===== src/rtl/patgen_pkg.sv =====
// patgen_pkg: mode/state enums and the non-LFSR data-advance helper shared by
// bram_pattern_gen.
package patgen_pkg;

    localparam int MAX_W = 64;

    typedef enum logic [1:0] {
        PAT_CNT   = 2'd0,
        PAT_CONST = 2'd1,
        PAT_LFSR  = 2'd2,
        PAT_WALK  = 2'd3
    } pat_mode_e;

    typedef enum logic [1:0] {
        ST_IDLE  = 2'd0,
        ST_WAIT  = 2'd1,
        ST_WRITE = 2'd2
    } state_e;

    // Operates on a MAX_W container; w is the live data width (w <= MAX_W).
    // PAT_LFSR falls through to the counter here.
    function automatic logic [MAX_W-1:0] next_data(input pat_mode_e m,
                                                   input logic [MAX_W-1:0] d,
                                                   input int w);
        logic [MAX_W-1:0] mask;
        mask = (w >= MAX_W) ? '1 : ((MAX_W'(1) << w) - MAX_W'(1));
        case (m)
            PAT_CONST: next_data = d;
            PAT_WALK:  next_data = ((d << 1) | (d >> (w - 1))) & mask;
            default:   next_data = (d + MAX_W'(1)) & mask;
        endcase
    endfunction

endpackage


===== src/rtl/patgen_lfsr.sv =====
// patgen_lfsr: one combinational step of a right-shifting Galois LFSR whose
// feedback taps are LFSR_POLY.
module patgen_lfsr #(
    parameter int                DATA_W    = 32,
    parameter logic [DATA_W-1:0] LFSR_POLY = DATA_W'(32'h8020_0003)
) (
    input  logic [DATA_W-1:0] i_data,
    output logic [DATA_W-1:0] o_data
);

    assign o_data = (i_data >> 1) ^ (i_data[0] ? LFSR_POLY : '0);

endmodule


===== src/rtl/bram_pattern_gen.sv =====
// bram_pattern_gen: drives a native BRAM write port with a programmable pattern,
// rate and stride. Define PATGEN_LFSR_EN to build the LFSR pattern for mode 2.
module bram_pattern_gen
    import patgen_pkg::*;
#(
    parameter int                DATA_W    = 32,
    parameter int                DEPTH     = 4096,
    parameter int                ADDR_W    = 32,
    parameter logic [DATA_W-1:0] LFSR_POLY = DATA_W'(32'h8020_0003)
) (
    input  logic                     clk,
    input  logic                     rst_n,
    input  logic                     start,
    input  logic                     stop,
    input  logic [1:0]               mode,
    input  logic                     oneshot,
    input  logic [15:0]              div,
    input  logic [$clog2(DEPTH)-1:0] incr,
    input  logic [DATA_W-1:0]        seed,
    output logic [ADDR_W-1:0]        bram_addr,
    output logic [DATA_W-1:0]        bram_din,
    output logic                     bram_en,
    output logic [DATA_W/8-1:0]      bram_we,
    output logic                     busy,
    output logic                     done,
    output logic [15:0]              wrap_cnt
);

    localparam int                IDX_W   = $clog2(DEPTH);
    localparam int                WE_W    = DATA_W / 8;
    localparam logic [ADDR_W-1:0] BYTES   = ADDR_W'(WE_W);
    localparam logic [IDX_W:0]    DEPTH_X = (IDX_W + 1)'(DEPTH);

    state_e            r_state, w_state_nxt;
    pat_mode_e         r_mode, w_mode_in;
    logic              r_oneshot;
    logic [15:0]       r_div, r_cnt, w_cnt_nxt;
    logic [IDX_W-1:0]  r_incr, r_index, w_index_nxt;
    logic [DATA_W-1:0] r_data, w_data_nxt, w_seed_init, w_adv_data;
    logic [15:0]       r_wrap_cnt, w_wrap_nxt;
    logic              r_done, w_done_nxt, w_load;
    logic [IDX_W:0]    w_sum;
    logic [ADDR_W-1:0] r_addr;
    logic [DATA_W-1:0] r_din;
    logic              r_en, r_busy;
    logic [WE_W-1:0]   r_we;

    assign w_mode_in = pat_mode_e'(mode);
    assign w_sum     = {1'b0, r_index} + {1'b0, r_incr};

    always_comb begin
        w_seed_init = seed;
        if (w_mode_in == PAT_WALK)
            w_seed_init = DATA_W'(1);
`ifdef PATGEN_LFSR_EN
        else if (w_mode_in == PAT_LFSR && seed == '0)
            w_seed_init = DATA_W'(1);
`endif
    end

`ifdef PATGEN_LFSR_EN
    logic [DATA_W-1:0] w_lfsr_data;

    patgen_lfsr #(
        .DATA_W    (DATA_W),
        .LFSR_POLY (LFSR_POLY)
    ) u_lfsr (
        .i_data (r_data),
        .o_data (w_lfsr_data)
    );

    assign w_adv_data = (r_mode == PAT_LFSR) ? w_lfsr_data
                                             : DATA_W'(next_data(r_mode, MAX_W'(r_data), DATA_W));
`else
    logic w_unused_poly;
    assign w_unused_poly = ^LFSR_POLY;
    assign w_adv_data    = DATA_W'(next_data(r_mode, MAX_W'(r_data), DATA_W));
`endif

    always_comb begin
        w_state_nxt = r_state;
        w_cnt_nxt   = r_cnt;
        w_index_nxt = r_index;
        w_data_nxt  = r_data;
        w_wrap_nxt  = r_wrap_cnt;
        w_done_nxt  = r_done;
        w_load      = 1'b0;
        case (r_state)
            ST_IDLE: begin
                if (start && !stop) begin
                    w_load      = 1'b1;
                    w_index_nxt = '0;
                    w_data_nxt  = w_seed_init;
                    w_wrap_nxt  = '0;
                    w_done_nxt  = 1'b0;
                    if (div == 16'd0) begin
                        w_state_nxt = ST_WRITE;
                    end else begin
                        w_state_nxt = ST_WAIT;
                        w_cnt_nxt   = div;
                    end
                end
            end
            ST_WAIT: begin
                if (stop)
                    w_state_nxt = ST_IDLE;
                else if (r_cnt == 16'd1)
                    w_state_nxt = ST_WRITE;
                else
                    w_cnt_nxt = r_cnt - 16'd1;
            end
            ST_WRITE: begin
                if (stop) begin
                    w_state_nxt = ST_IDLE;
                end else begin
                    w_data_nxt  = w_adv_data;
                    w_state_nxt = (r_div == 16'd0) ? ST_WRITE : ST_WAIT;
                    w_cnt_nxt   = r_div;
                    // The sum is one bit wider than the index so a stride past the end is visible.
                    if (w_sum < DEPTH_X) begin
                        w_index_nxt = w_sum[IDX_W-1:0];
                    end else if (r_oneshot) begin
                        w_state_nxt = ST_IDLE;
                        w_done_nxt  = 1'b1;
                    end else begin
                        w_index_nxt = IDX_W'(w_sum - DEPTH_X);
                        w_wrap_nxt  = (r_wrap_cnt == 16'hFFFF) ? r_wrap_cnt : r_wrap_cnt + 16'd1;
                    end
                end
            end
            default: w_state_nxt = ST_IDLE;
        endcase
    end

    // Strobe outputs are loaded from the next-state decision so the registered
    // strobe lands in the same cycle the FSM sits in ST_WRITE.
    always_ff @(posedge clk or negedge rst_n) begin
        if (!rst_n) begin
            r_state    <= ST_IDLE;
            r_mode     <= PAT_CNT;
            r_oneshot  <= 1'b0;
            r_div      <= '0;
            r_cnt      <= '0;
            r_incr     <= '0;
            r_index    <= '0;
            r_data     <= '0;
            r_wrap_cnt <= '0;
            r_done     <= 1'b0;
            r_addr     <= '0;
            r_din      <= '0;
            r_en       <= 1'b0;
            r_we       <= '0;
            r_busy     <= 1'b0;
        end else begin
            r_state    <= w_state_nxt;
            r_cnt      <= w_cnt_nxt;
            r_index    <= w_index_nxt;
            r_data     <= w_data_nxt;
            r_wrap_cnt <= w_wrap_nxt;
            r_done     <= w_done_nxt;
            if (w_load) begin
                r_mode    <= w_mode_in;
                r_oneshot <= oneshot;
                r_div     <= div;
                r_incr    <= (incr == '0) ? IDX_W'(1) : incr;
            end
            r_en   <= (w_state_nxt == ST_WRITE);
            r_we   <= (w_state_nxt == ST_WRITE) ? '1 : '0;
            r_busy <= (w_state_nxt != ST_IDLE);
            if (w_state_nxt == ST_WRITE) begin
                r_addr <= ADDR_W'(w_index_nxt) * BYTES;
                r_din  <= w_data_nxt;
            end
        end
    end

    assign bram_addr = r_addr;
    assign bram_din  = r_din;
    assign bram_en   = r_en;
    assign bram_we   = r_we;
    assign busy      = r_busy;
    assign done      = r_done;
    assign wrap_cnt  = r_wrap_cnt;

endmodule

===== config.mk =====
export PLATFORM = sky130hd
export DESIGN_NAME = bram_pattern_gen
export DESIGN_NICKNAME = d
export VERILOG_FILES = /design/src/rtl/patgen_pkg.sv /design/src/rtl/patgen_lfsr.sv /design/src/rtl/bram_pattern_gen.sv
export SDC_FILE = /design/constraint.sdc
export NUM_CORES = 1
export LEC_CHECK = 0
export BUFFER_PORTS_ARGS = -buffer_cell sky130_fd_sc_hd__buf_4
export CORE_MARGIN = 8
export CORE_UTILIZATION = 52
export CTS_CLUSTER_DIAMETER = 150
export DETAILED_ROUTE_END_ITERATION = 8
export PLACE_DENSITY = 0.78
export SLEW_MARGIN = 15
export SYNTH_ARGS = -nofsm -noshare
export SYNTH_HDL_FRONTEND = slang
export SYNTH_SLANG_ARGS = --single-unit

===== constraint.sdc =====
create_clock -name clk -period 2.8 [get_ports clk]
set_input_delay 0 -clock clk [delete_from_list [all_inputs] [get_ports clk]]
set_output_delay 0 -clock clk [all_outputs]
set_load 0.01 [all_outputs]

; After elaboration in Yosys (flattened, before gate mapping)
; Index checks and enable logic that the tools add are counted.
[totals]
ff_bits = 160
[classes]
n_bitwise = 1
addsub = 5
n_eq_ne = 17
reduce_logical = 12
n_mux = 40
magnitude_cmp = 1
[ops]
columns = op, count
row1 = $mux W16, 10
row2 = $pmux W32 S2, 2
row3 = $mux W32, 3
row4 = $mux W12, 5
row5 = $pmux W16 S3, 1
row6 = $add A32 B1 Y32 const B, 1
row7 = $logic_not A16 Y1, 2
row8 = $or A32 B1 Y32, 1
row9 = $pmux W16 S2, 1
row10 = $pmux W12 S2, 1
row11 = $ne A2 B2 Y1 const B, 9
row12 = $add A16 B1 Y16 const B, 1
row13 = $eq A16 B1 Y1 const B, 1
row14 = $eq A16 B16 Y1 const B, 1
row15 = $mux W2, 8
row16 = $sub A16 B1 Y16 const B, 1
row17 = $add A12 B12 Y13, 1
row18 = $lt A13 B13 Y1 const B, 1
row19 = $logic_not A12 Y1, 1
row20 = $reduce_and A6 Y1, 2
row21 = $sub A12 B1 Y12 const B, 1
row22 = $eq A2 B2 Y1 const B, 4
row23 = $mux W1, 6
row24 = $pmux W2 S3, 1
row25 = other kinds (9), 11

; Longest topological paths before layout
; Gate-level depths: netlist of the first run.
[depth]
depth_word = 8
ltp_mapped = 13
ltp_nobuf = 10

; Worst setup path after synthesis of the first run
; Ideal clock, no wire load.
[synth_timing]
path_type = register to register
from = register r_incr[0]
to = register r_addr[10] (netlist: bram_addr[10])
required_time_ps = 2675
path_stages_with_launch = 14
synth_period_minus_slack_ps = 2902
arrival_time_ps = 2777
path_slack_ps = -102
path_cell_list = dfrtp_1 ha_1 inv_1 fa_1 nor2b_1 o31ai_1 a21oi_1 a211oi_1 clkbuf_1 nor2_1 nor3b_2 buf_6 buf_12 mux2_4
[synth_via]
elab_chain_len = 6
[synth_lines]
columns = item, line
row1 = from (decl), bram_pattern_gen.sv:38  ; logic [IDX_W-1:0] r_incr, r_index, w_index_nxt;
row2 = from (signal assigned), bram_pattern_gen.sv:165  ; r_incr <= (incr == '0) ? IDX_W'(1) : incr;
row3 = $add A12 B12 Y13 *, bram_pattern_gen.sv:49  ; assign w_sum = {1'b0, r_index} + {1'b0, r_incr};
row4 = $lt A13 B13 Y1 / $sub A12 B1 Y12 (equally long branches), "bram_pattern_gen.sv:120, bram_pattern_gen.sv:126"
row5 = $mux W2 / $mux W12 (equally long branches), "bram_pattern_gen.sv:120, bram_pattern_gen.sv:122"
row6 = $mux W2 / $mux W12 (equally long branches), "bram_pattern_gen.sv:113, bram_pattern_gen.sv:120"
row7 = $pmux W2 S3 / $mux W12 (equally long branches), "bram_pattern_gen.sv:88, bram_pattern_gen.sv:113"
row8 = $eq A2 B2 Y1 / $pmux W12 S2 (equally long branches), "bram_pattern_gen.sv:170, bram_pattern_gen.sv:88"
row9 = to (signal assigned), bram_pattern_gen.sv:171  ; r_addr <= ADDR_W'(w_index_nxt) * BYTES;
row10 = to (decl), bram_pattern_gen.sv:43  ; logic [ADDR_W-1:0] r_addr;
; Every way passes the cells marked *; elsewhere a longest branch is shown, timed or not.
; A chain may end at the register's enable or synchronous reset.

; Worst setup path in the final report of the first run
[layout_timing]
from = register r_index[0]
to = register r_din[28] (netlist: bram_din[28])
[layout_via]
elab_chain_len = 6
[layout_lines]
columns = item, line
row1 = from (decl), bram_pattern_gen.sv:38
row2 = from (signal assigned), bram_pattern_gen.sv:157  ; r_index <= w_index_nxt;
row3 = $add A12 B12 Y13, bram_pattern_gen.sv:49
row4 = $lt A13 B13 Y1, bram_pattern_gen.sv:120  ; if (w_sum < DEPTH_X) begin
row5 = $mux W2, bram_pattern_gen.sv:120
row6 = $mux W2, bram_pattern_gen.sv:113  ; if (stop) begin
row7 = $pmux W2 S3, bram_pattern_gen.sv:88  ; case (r_state)
row8 = $eq A2 B2 Y1, bram_pattern_gen.sv:170  ; if (w_state_nxt == ST_WRITE) begin
row9 = to (signal assigned), bram_pattern_gen.sv:172  ; r_din <= w_data_nxt;
row10 = to (decl), bram_pattern_gen.sv:44  ; logic [DATA_W-1:0] r_din;
; No other way between the ends.

==> flow_metrics.py, run 1 <==
metrics = {
    "run_status": {
        "run_status": "complete, but fails checks",
        "violations": "negative setup slack",
    },
    "synth": {
        "synthCells": 969,
        "async_reset_ff_share_pct": 100,
        "netlist_area_mm2": 0.00905,
        "ys_ff_latch": 156,
        "synth-seq-area-share_pct": 43.1,
        "yosys_warnings": 0,
        "synth_ff_type": "dfrtp_1",
        "synth.avg_cell_area_um2": 9.34,
        "synth.distinct_cells": 67,
        "synth_edf_count": 0,
    },
    "floorplanning": {
        "dieArea_mm2": 0.0219,
        "die_h_um": 148,
        "fp.dieW_um": 148,
        "start_util_pct": 52.7,
        "core_area_mm2": 0.0172,
        "io_pins": 154,
        "rows": 48,
    },
    "clock_network": {
        "clkSinkCount": 156,
        "cts_buffer_depth": 2,
        "cts_tree": "done",
        "path_clk_slew_ns": 0.07,
        "cts_buffers": 17,
        "cts_htree_levels": 4,
        "insertion_delay_ns": 0.44,
        "cts-root-buf": "clkbuf_16",
    },
    "final_layout": {
        "drive_gt1_share_pct": 24.5,
        "seq_area_mm2": 0.00390,
        "mostFrequentLayoutCells": "buf_4 (190), nand2_1 (167), dfrtp_1 (156), o21ai_0 (68), nor2_1 (67)",
        "antenna_cells": 0,
        "final_common_cell": "buf_4",
        "nNetsFinal": 1281,
        "area_growth_pct": 30.8,
        "fillers": 1315,
        "multi_input_area_mm2": 0.00474,
    },
    "placed_design": {
        "dp.final_hpwl_um": 18100,
        "port_buffers": 133,
        "gp_congestion": 0.889,
    },
    "power": {
        "vdd_drop_max_uv": 488,
        "p_leak_nw": 5.67,
        "power_w": 0.00880,
        "power_density_mw_per_mm2": 744,
    },
    "worst_setup_path": {
        "end_kind": "flop",
        "critical_path_buf_inv_count": 3,
        "worstPathMaxFanout": 7,
        "r2r_cells": 12,
        "crit_start": "r_index[0]",
        "startpoint_type": "flop",
        "reg2reg_slack_ns": -0.21,
        "cpMaxStageDelayCell": "dfrtp_1",
        "r2r_start": "r_index[0]",
        "cp_cell_sequence": "ha_2, inv_2, fa_2, nor2b_4, o31ai_4, a21oi_2, a211oi_2, a222oi_1, nor3b_4, buf_6, buf_12, mux2_2",
        "path_class": "flop to flop",
        "max_stage_delay_ns": 0.38,
        "arrival_ns": 3.33,
        "cp_data_required_time_ns": 3.11,
        "r2r_end": "bram_din[28]",
        "crit_family": "compound AO/OA/AOI/OAI gates",
    },
    "timing": {
        "whs_ns": 0.0472,
        "skew_ns": 0.0115,
        "setup_viol": 44,
        "rsz0062_at_grt": "true",
        "worst_slack_ns": -0.211,
        "worst_slew_margin_rel_pct": 48.5,
        "fin_crit_sh_pct": 108,
        "slew_viol_final": 0,
        "worstMarginPinSlew_ns": 0.772,
        "max_freq_mhz": 332,
        "hold_viol": 0,
        "min_period_ns": 3.01,
    },
    "hold_path": {
        "min_path_type": "primary input to flop",
        "worstHoldPathCells": 3,
        "hp-start": "start",
        "whs_endpoint": "r_data[0]",
    },
    "job": {
        "maxCapViolCount": 0,
    },
    "drt": {
        "routed_wirelength_um": 26600,
        "vias": 8393,
        "drtIter0Drc": 899,
        "vias_per_cell": 5.87,
        "post_drt_wl_per_cell_um": 18.6,
        "dr.pass1.iters": 5,
        "drc_errors": 0,
        "ant_nets": 0,
    },
    "global_route": {
        "antenna_found_initial": 0,
        "grt_max_degree": 71,
        "grt-ovfl-total": 0,
        "grt_first_pass_wirelength_um": 42700,
        "grt_pass1_vias": 8413,
        "grt_use_total_pct": 24.0,
    },
}
==> kinds of logic after synthesis <==
kind of cell    count (synthesis)  share of synthesized area [%]
compound gates                239                           17.0
buf+inv                        96                           5.92
flops                         156                           43.1
fa+ha+maj                      21                           2.99
mux                            60                           8.91
other cells                     1                         0.0414
xor+xnor                       37                           3.58
simple gates                  359                           18.4
==> per-layer routing <==
layer  part of all wire (%)  vias up  track usage, %
li1                       -     3881               -
met1                     42     4109            30.5
met2                     49      363            39.9
met3                    7.4       40            5.26
met4                    1.8        0            7.96
met5                      0        -               0
==> repair_timing <==
action                     4_1_cts  5_1_grt
pin swaps                        5        5
hold buffers                    64        0
gates cloned                     2        1
setup buffers                    6        1
hold endpoints to repair       149        0
setup endpoints to repair       44       45
gates resized for setup          8        5
==> power by group <==
part / internal [W] / switching, W
Clock: 0.00135 / 0.00100
Sequential: 0.00283 / 0.000680
Combinational: 0.00131 / 0.00163
Total: 0.00549 / 0.00331
==> state kept, by name (all words and copies together), names as in the netlist, 12 cells and up <==
| register | count |
|---|---|
| r_index | 12 |
| r_data | 32 |
| wrap_cnt | 16 |
| bram_din | 32 |
| r_cnt | 16 |
| bram_addr | 12 |
| r_incr | 12 |
| r_div | 16 |
==> cells in the mapped netlist (15+ instances only) <==
master / count / share of area, %
nand2_1: 167 / 6.9
dfrtp_1: 156 / 43
o21ai_0: 69 / 3.8
nor2_1: 67 / 2.8
a21oi_1: 53 / 2.9
clkbuf_1: 42 / 1.7
mux2_4: 39 / 6.5
nand3_1: 30 / 1.7
buf_4: 27 / 2.2
a22oi_1: 25 / 2.1
xor2_1: 22 / 2.1
ha_1: 20 / 2.8
inv_1: 18 / 0.75
and3_1: 16 / 1.1
xnor2_1: 15 / 1.5
==> layout make-up <==
type	count	share of cell area, %
Multi-Input combinational cell	736	40.1
Tap cell	225	2.38
Clock inverter	14	1.31
Inverter	19	0.603
Clock buffer	18	3.71
Sequential cell	156	33.0
Timing Repair Buffer	263	18.9
==> how the worst max path moves through the flow <==
| stage | to | slack, ns | depth (start not counted) |
|---|---|---|---|
| 2_1_floorplan | bram_addr[10] | 0.01 | 12 |
| 3_3_place_gp | bram_din[9] | -0.09 | 11 |
| 3_5_place_dp | bram_din[12] | -0.24 | 11 |
| 4_1_cts | bram_addr[8] | -0.15 | 12 |
| 5_1_grt | bram_din[29] | -0.33 | 12 |
| 6_report | bram_din[28] | -0.21 | 12 |
==> worst min-delay path, stage by stage <==
cell,delay [ns]
buf_4,0.14
nand3_1,0.17
o22ai_1,0.12
==> per-stage QoR <==
stage / cell area, µm² / TNS [ns] / util [%] / worst slack [ns] / instances
CTS: 11800 / -4.55 / 68.6 / -0.146 / 1429
detailed placement: 10400 / -8.40 / 60.7 / -0.238 / 1325
floorplan: 9140 / 0 / - / 0.0113 / 988
global route: 11800 / -13.11 / 68.9 / -0.331 / 1431
global placement: 10400 / -2.10 / 60.7 / -0.0884 / 1325
finish: 11800 / -7.69 / 68.9 / -0.211 / 1431
Power figures use the tool's default switching activity.
==> inputs of run 2 (changes only) <==
--- a/config.mk
+++ b/config.mk
@@ -6,11 +6,13 @@
 export NUM_CORES = 1
 export LEC_CHECK = 0
 export BUFFER_PORTS_ARGS = -buffer_cell sky130_fd_sc_hd__buf_4
+export CELL_PAD_IN_SITES_DETAIL_PLACEMENT = 1
+export CELL_PAD_IN_SITES_GLOBAL_PLACEMENT = 2
 export CORE_MARGIN = 8
-export CORE_UTILIZATION = 52
+export CORE_UTILIZATION = 32
 export CTS_CLUSTER_DIAMETER = 150
 export DETAILED_ROUTE_END_ITERATION = 8
-export PLACE_DENSITY = 0.78
+export PLACE_DENSITY_LB_ADDON = 0.1
 export SLEW_MARGIN = 15
 export SYNTH_ARGS = -nofsm -noshare
 export SYNTH_HDL_FRONTEND = slang
==> flow_metrics.py, run 2 (synthesized netlist as in run 1, its figures left out) <==
metrics = {
    "timing": {
        "max_freq_mhz": 344,
        "worst_slack_ns": -0.107,
        "slew_viol_final": 0,
        "worst_slew_margin_rel_pct": 48.2,
        "fin_crit_sh_pct": 104,
        "rsz0062_at_grt": "true",
        "worstMarginPinSlew_ns": 0.777,
        "setup_viol": 44,
        "min_period_ns": 2.91,
        "hold_viol": 0,
        "whs_ns": 0.0938,
        "skew_ns": 0.0195,
    },
    "worst_setup_path": {
        "startpoint_type": "flop",
        "cp_cell_sequence": "or3_1, or3_4, nor3_4, o21ai_1, a222oi_1, nor3b_4, buf_6, buf_12, mux2_4",
        "r2r_cells": 9,
        "r2r_start": "r_cnt[10]",
        "cpMaxStageDelayCell": "a222oi_1",
        "cp_data_required_time_ns": 3.11,
        "arrival_ns": 3.22,
        "r2r_end": "bram_din[20]",
        "reg2reg_slack_ns": -0.11,
        "crit_start": "r_cnt[10]",
        "max_stage_delay_ns": 0.42,
        "worstPathMaxFanout": 15,
        "end_kind": "flop",
        "path_class": "flop to flop",
    },
    "power": {
        "p_int_w": 0.00542,
        "vdd_drop_max_uv": 307,
        "clockPowerShare_pct": 25.7,
        "switching_share_pct": 39.0,
        "p_switching_w": 0.00346,
        "p_leak_nw": 5.71,
        "seqPwrFrac_pct": 39.5,
        "power_density_mw_per_mm2": 735,
        "combPwrFrac_pct": 34.8,
    },
    "floorplanning": {
        "fp.dieW_um": 184,
        "rows": 61,
        "start_util_pct": 32.6,
        "io_pins": 154,
        "core_area_mm2": 0.0278,
        "die_h_um": 184,
        "dieArea_mm2": 0.0339,
    },
    "global_route": {
        "grt_first_pass_wirelength_um": 49900,
        "grt_max_degree": 77,
        "grt-ovfl-total": 0,
        "grt_pass1_vias": 8916,
        "antenna_found_initial": 0,
        "grt_use_total_pct": 18.4,
    },
    "drt": {
        "drtIter0Drc": 432,
        "vias_per_cell": 5.08,
        "ant_nets": 0,
        "dr.pass1.iters": 4,
        "vias": 8106,
        "routed_wirelength_um": 30700,
        "post_drt_wl_per_cell_um": 19.2,
        "drc_errors": 0,
    },
    "clock_network": {
        "clkSinkCount": 156,
        "path_clk_slew_ns": 0.07,
        "cts_tree": "done",
        "cts_buffers": 17,
        "insertion_delay_ns": 0.44,
        "cts_htree_levels": 4,
        "cts-root-buf": "clkbuf_16",
        "cts_buffer_depth": 2,
    },
    "run_status": {
        "violations": "negative setup slack",
        "run_status": "complete, but fails checks",
    },
    "placed_design": {
        "dpl-instance-area_mm2": 0.0108,
        "dp.final_hpwl_um": 21800,
        "gp_congestion": 0.815,
        "port_buffers": 133,
        "pre_cts_ws_ns": -0.235,
    },
    "hold_path": {
        "worstHoldPathCells": 3,
        "min_path_type": "primary input to flop",
        "whs_endpoint": "r_data[12]",
        "hp-start": "stop",
    },
    "final_layout": {
        "final_common_cell": "buf_4",
        "fillers": 3222,
        "drive_gt1_share_pct": 25.4,
        "nNetsFinal": 1294,
        "mostFrequentLayoutCells": "buf_4 (205), nand2_1 (167), dfrtp_1 (156), o21ai_0 (68), nor2_1 (67)",
        "fin_util_pct": 43.5,
        "area_growth_pct": 33.5,
        "fin_area_mm2": 0.0121,
        "antenna_cells": 0,
    },
    "job": {
        "maxCapViolCount": 0,
    },
}
-- run 2: power groups by stage --
stage,registers (W),clock network [W],logic (W)
after floorplan,0.00331,0,0.00198
after global placement,0.00353,0,0.00296
after detailed placement,0.00355,0,0.00301
after CTS,0.00351,0.00235,0.00312
after global routing,0.00362,0.00243,0.00348
final,0.00351,0.00228,0.00309
-- run 2: timing repair --
action                                  4_1_cts  5_1_grt
resized for setup                            11        4
pin swaps                                     1        0
setup buffers                                 3        2
hold buffers                                 64        0
cloned                                        0        1
hold endpoints to repair                    170        0
endpoints found under the setup margin       55       47
-- run 2: worst max path at each step --
stage | end | slack, ns | cells after the start
6_report | bram_din[20] | -0.11 | 9
5_1_grt | bram_din[28] | -0.26 | 12
4_1_cts | bram_din[10] | -0.06 | 12
3_5_place_dp | bram_addr[9] | -0.24 | 11
3_3_place_gp | bram_addr[5] | -0.15 | 11
2_1_floorplan | bram_addr[10] | 0.01 | 12
-- run 2: area by class of cell --
type	count	area, µm²	area share [%]
Timing Repair Buffer	276	2310	19.1
Clock inverter	13	106	0.881
Tap cell	378	473	3.92
Inverter	19	71.3	0.591
Multi-Input combinational cell	736	4760	39.4
Sequential cell	156	3900	32.3
Clock buffer	19	453	3.75
-- run 2: routing by layer --
metal	vias up	GRT usage [%]	routed length, µm
met3	20	3.54	964
met4	0	3.71	277
met2	119	31.7	15400
met5	-	0	0
met1	4063	23.6	14000
li1	3904	-	-
-- run 2: critical path: cells and delay by family, from the launching register on --
| kind | cells | cell delay [ns] |
|---|---|---|
| muxes | 1 | 0.31 |
| DFF | 1 | 0.38 |
| and+or+nand+nor | 4 | 1.25 |
| buffers and inverters | 2 | 0.36 |
| AOI/OAI and AO/OA | 2 | 0.50 |
-- run 2: stage by stage --
step                setup TNS (ns)  total power [W]  cells
global route                 -9.66          0.00952   1597
floorplan                        0          0.00529    988
finish                       -3.09          0.00888   1597
global placement             -6.82          0.00649   1495
CTS                          -1.18          0.00898   1594
detailed placement          -10.26          0.00655   1495
==> inputs of run 3 (changes only) <==
==> constraint.sdc (replaced) <==
create_clock -name clk -period 2.8 [get_ports clk]
set_input_delay 0.28 -clock clk [delete_from_list [all_inputs] [get_ports clk]]
set_output_delay 0.28 -clock clk [all_outputs]
set_load 0.01 [all_outputs]
==> flow_metrics.py, run 3 (synthesized netlist as in run 1, its figures left out) <==
metrics = {
    "drt": {
        "dr.pass1.iters": 5,
        "ant_nets": 0,
        "post_drt_wl_per_cell_um": 19.4,
        "routed_wirelength_um": 29700,
        "vias": 7823,
        "drtIter0Drc": 367,
        "drc_errors": 0,
        "vias_per_cell": 5.10,
    },
    "timing": {
        "worst_slew_margin_rel_pct": 55.7,
        "hold_viol": 0,
        "rsz0062_at_grt": "true",
        "setup_viol": 38,
        "worst_slack_ns": -0.129,
        "finalSetupTns_ns": -4.40,
        "max_freq_mhz": 341,
        "fin_crit_sh_pct": 105,
        "slew_viol_final": 0,
        "skew_ns": 0.0202,
        "min_period_ns": 2.93,
        "whs_ns": 0.0476,
        "worstMarginPinSlew_ns": 0.665,
    },
    "final_layout": {
        "fillers": 3251,
        "area_growth_pct": 27.4,
        "seq_area_mm2": 0.00390,
        "mostFrequentLayoutCells": "buf_4 (203), nand2_1 (167), dfrtp_1 (156), o21ai_0 (68), nor2_1 (67)",
        "drive_gt1_share_pct": 27.0,
        "nNetsFinal": 1232,
        "final_common_cell": "buf_4",
        "antenna_cells": 0,
        "multi_input_area_mm2": 0.00477,
    },
    "power": {
        "power_density_mw_per_mm2": 779,
        "vdd_drop_max_uv": 469,
        "p_leak_nw": 5.48,
        "power_w": 0.00898,
    },
    "hold_path": {
        "hp-start": "incr[3]",
        "min_path_type": "primary input to flop",
    },
    "worst_setup_path": {
        "critical_path_buf_inv_count": 3,
        "crit_family": "simple AND/OR/NAND/NOR gates",
        "cp_data_required_time_ns": 3.10,
        "path_class": "flop to flop",
        "cpMaxStageDelayCell": "a222oi_1",
        "max_stage_delay_ns": 0.41,
        "startpoint_type": "flop",
        "worstPathMaxFanout": 11,
        "arrival_ns": 3.23,
        "cp_cell_sequence": "or3_4, or3_4, nor3_4, o21ai_1, a222oi_1, nor3b_4, buf_6, buf_6, buf_12, mux2_4",
        "r2r_start": "r_cnt[10]",
        "end_kind": "flop",
        "crit_start": "r_cnt[10]",
    },
    "floorplanning": {
        "start_util_pct": 32.6,
        "io_pins": 154,
        "dieArea_mm2": 0.0339,
        "core_area_mm2": 0.0278,
        "fp.dieW_um": 184,
        "die_h_um": 184,
        "rows": 61,
    },
    "job": {
        "maxCapViolCount": 0,
    },
    "clock_network": {
        "cts_buffers": 17,
        "path_clk_slew_ns": 0.07,
        "cts-root-buf": "clkbuf_16",
        "cts_htree_levels": 4,
        "cts_buffer_depth": 2,
        "cts_tree": "done",
        "insertion_delay_ns": 0.43,
        "clkSinkCount": 156,
    },
    "global_route": {
        "grt_use_total_pct": 17.5,
        "grt_first_pass_wirelength_um": 47300,
        "grt-ovfl-total": 0,
        "antenna_found_initial": 0,
        "grt_max_degree": 65,
        "grt_pass1_vias": 8570,
    },
    "placed_design": {
        "port_buffers": 133,
        "dp.final_hpwl_um": 21400,
        "gp_congestion": 0.794,
    },
    "run_status": {
        "run_status": "complete, but fails checks",
        "violations": "negative setup slack",
    },
}
run 3: per-layer routing:
metal / vias to the layer above / global-route usage [%] / share of wire, %
li1: 3785 / - / -
met1: 3900 / 22.7 / 47
met2: 120 / 29.6 / 49
met3: 18 / 3.31 / 3.3
met4: 0 / 4.32 / 1.1
met5: - / 0 / 0
run 3: layout make-up:
cell class / instances / share of cell area (%)
flip-flops and latches: 156 / 33.9
well taps: 378 / 4.10
clock buffers: 19 / 3.93
inverters: 19 / 0.619
clock inverters: 13 / 1.34
repair buffers: 214 / 14.7
multi-input cells: 736 / 41.4
run 3: worst register-to-register path, cell delays in order (launching register included):
cell and delay (ns):
dfrtp_1 0.38, or3_4 0.39, or3_4 0.36, nor3_4 0.20
o21ai_1 0.08, a222oi_1 0.41, nor3b_4 0.26, buf_6 0.14
buf_6 0.12, buf_12 0.15, mux2_4 0.31
run 3: report_power, final:
| group | internal [W] | switching (W) |
|---|---|---|
| Combinational | 0.00133 | 0.00170 |
| Sequential | 0.00282 | 0.000661 |
| Clock | 0.00139 | 0.00108 |
run 3: final timing paths:
check / end / slack [ns] / cells past startpoint
worst max-delay path: bram_din[4] / -0.13 / 10
worst min-delay path: r_incr[3] / 0.05 / 3
worst max register to register: bram_din[4] / -0.13 / 10
worst min register to register: r_incr[5] / 0.49 / 2
max in group asynchronous: r_data[10] / 1.62 / 3
min in group asynchronous: r_incr[4] / 0.42 / 2
run 3: timing repair:
action	4_1_cts	5_1_grt
gates resized for setup	11	19
endpoints found under the hold margin	62	0
cloned	0	1
buffers inserted	2	6
setup endpoints to repair	55	46
hold buffers	1	0
pin swaps	1	0
run 3: stage by stage:
| stage | area [µm²] | setup WS (ns) | std cells | utilization, % |
|---|---|---|---|---|
| final | 11500 | -0.129 | 1535 | 41.5 |
| after global routing | 11500 | -0.301 | 1535 | 41.5 |
| after CTS | 11400 | -0.0926 | 1528 | 41.0 |
| after detailed placement | 10700 | -0.247 | 1493 | 38.6 |
| after global placement | 10700 | -0.182 | 1493 | 38.6 |
| after floorplan | 9140 | 0.0113 | 988 | - |
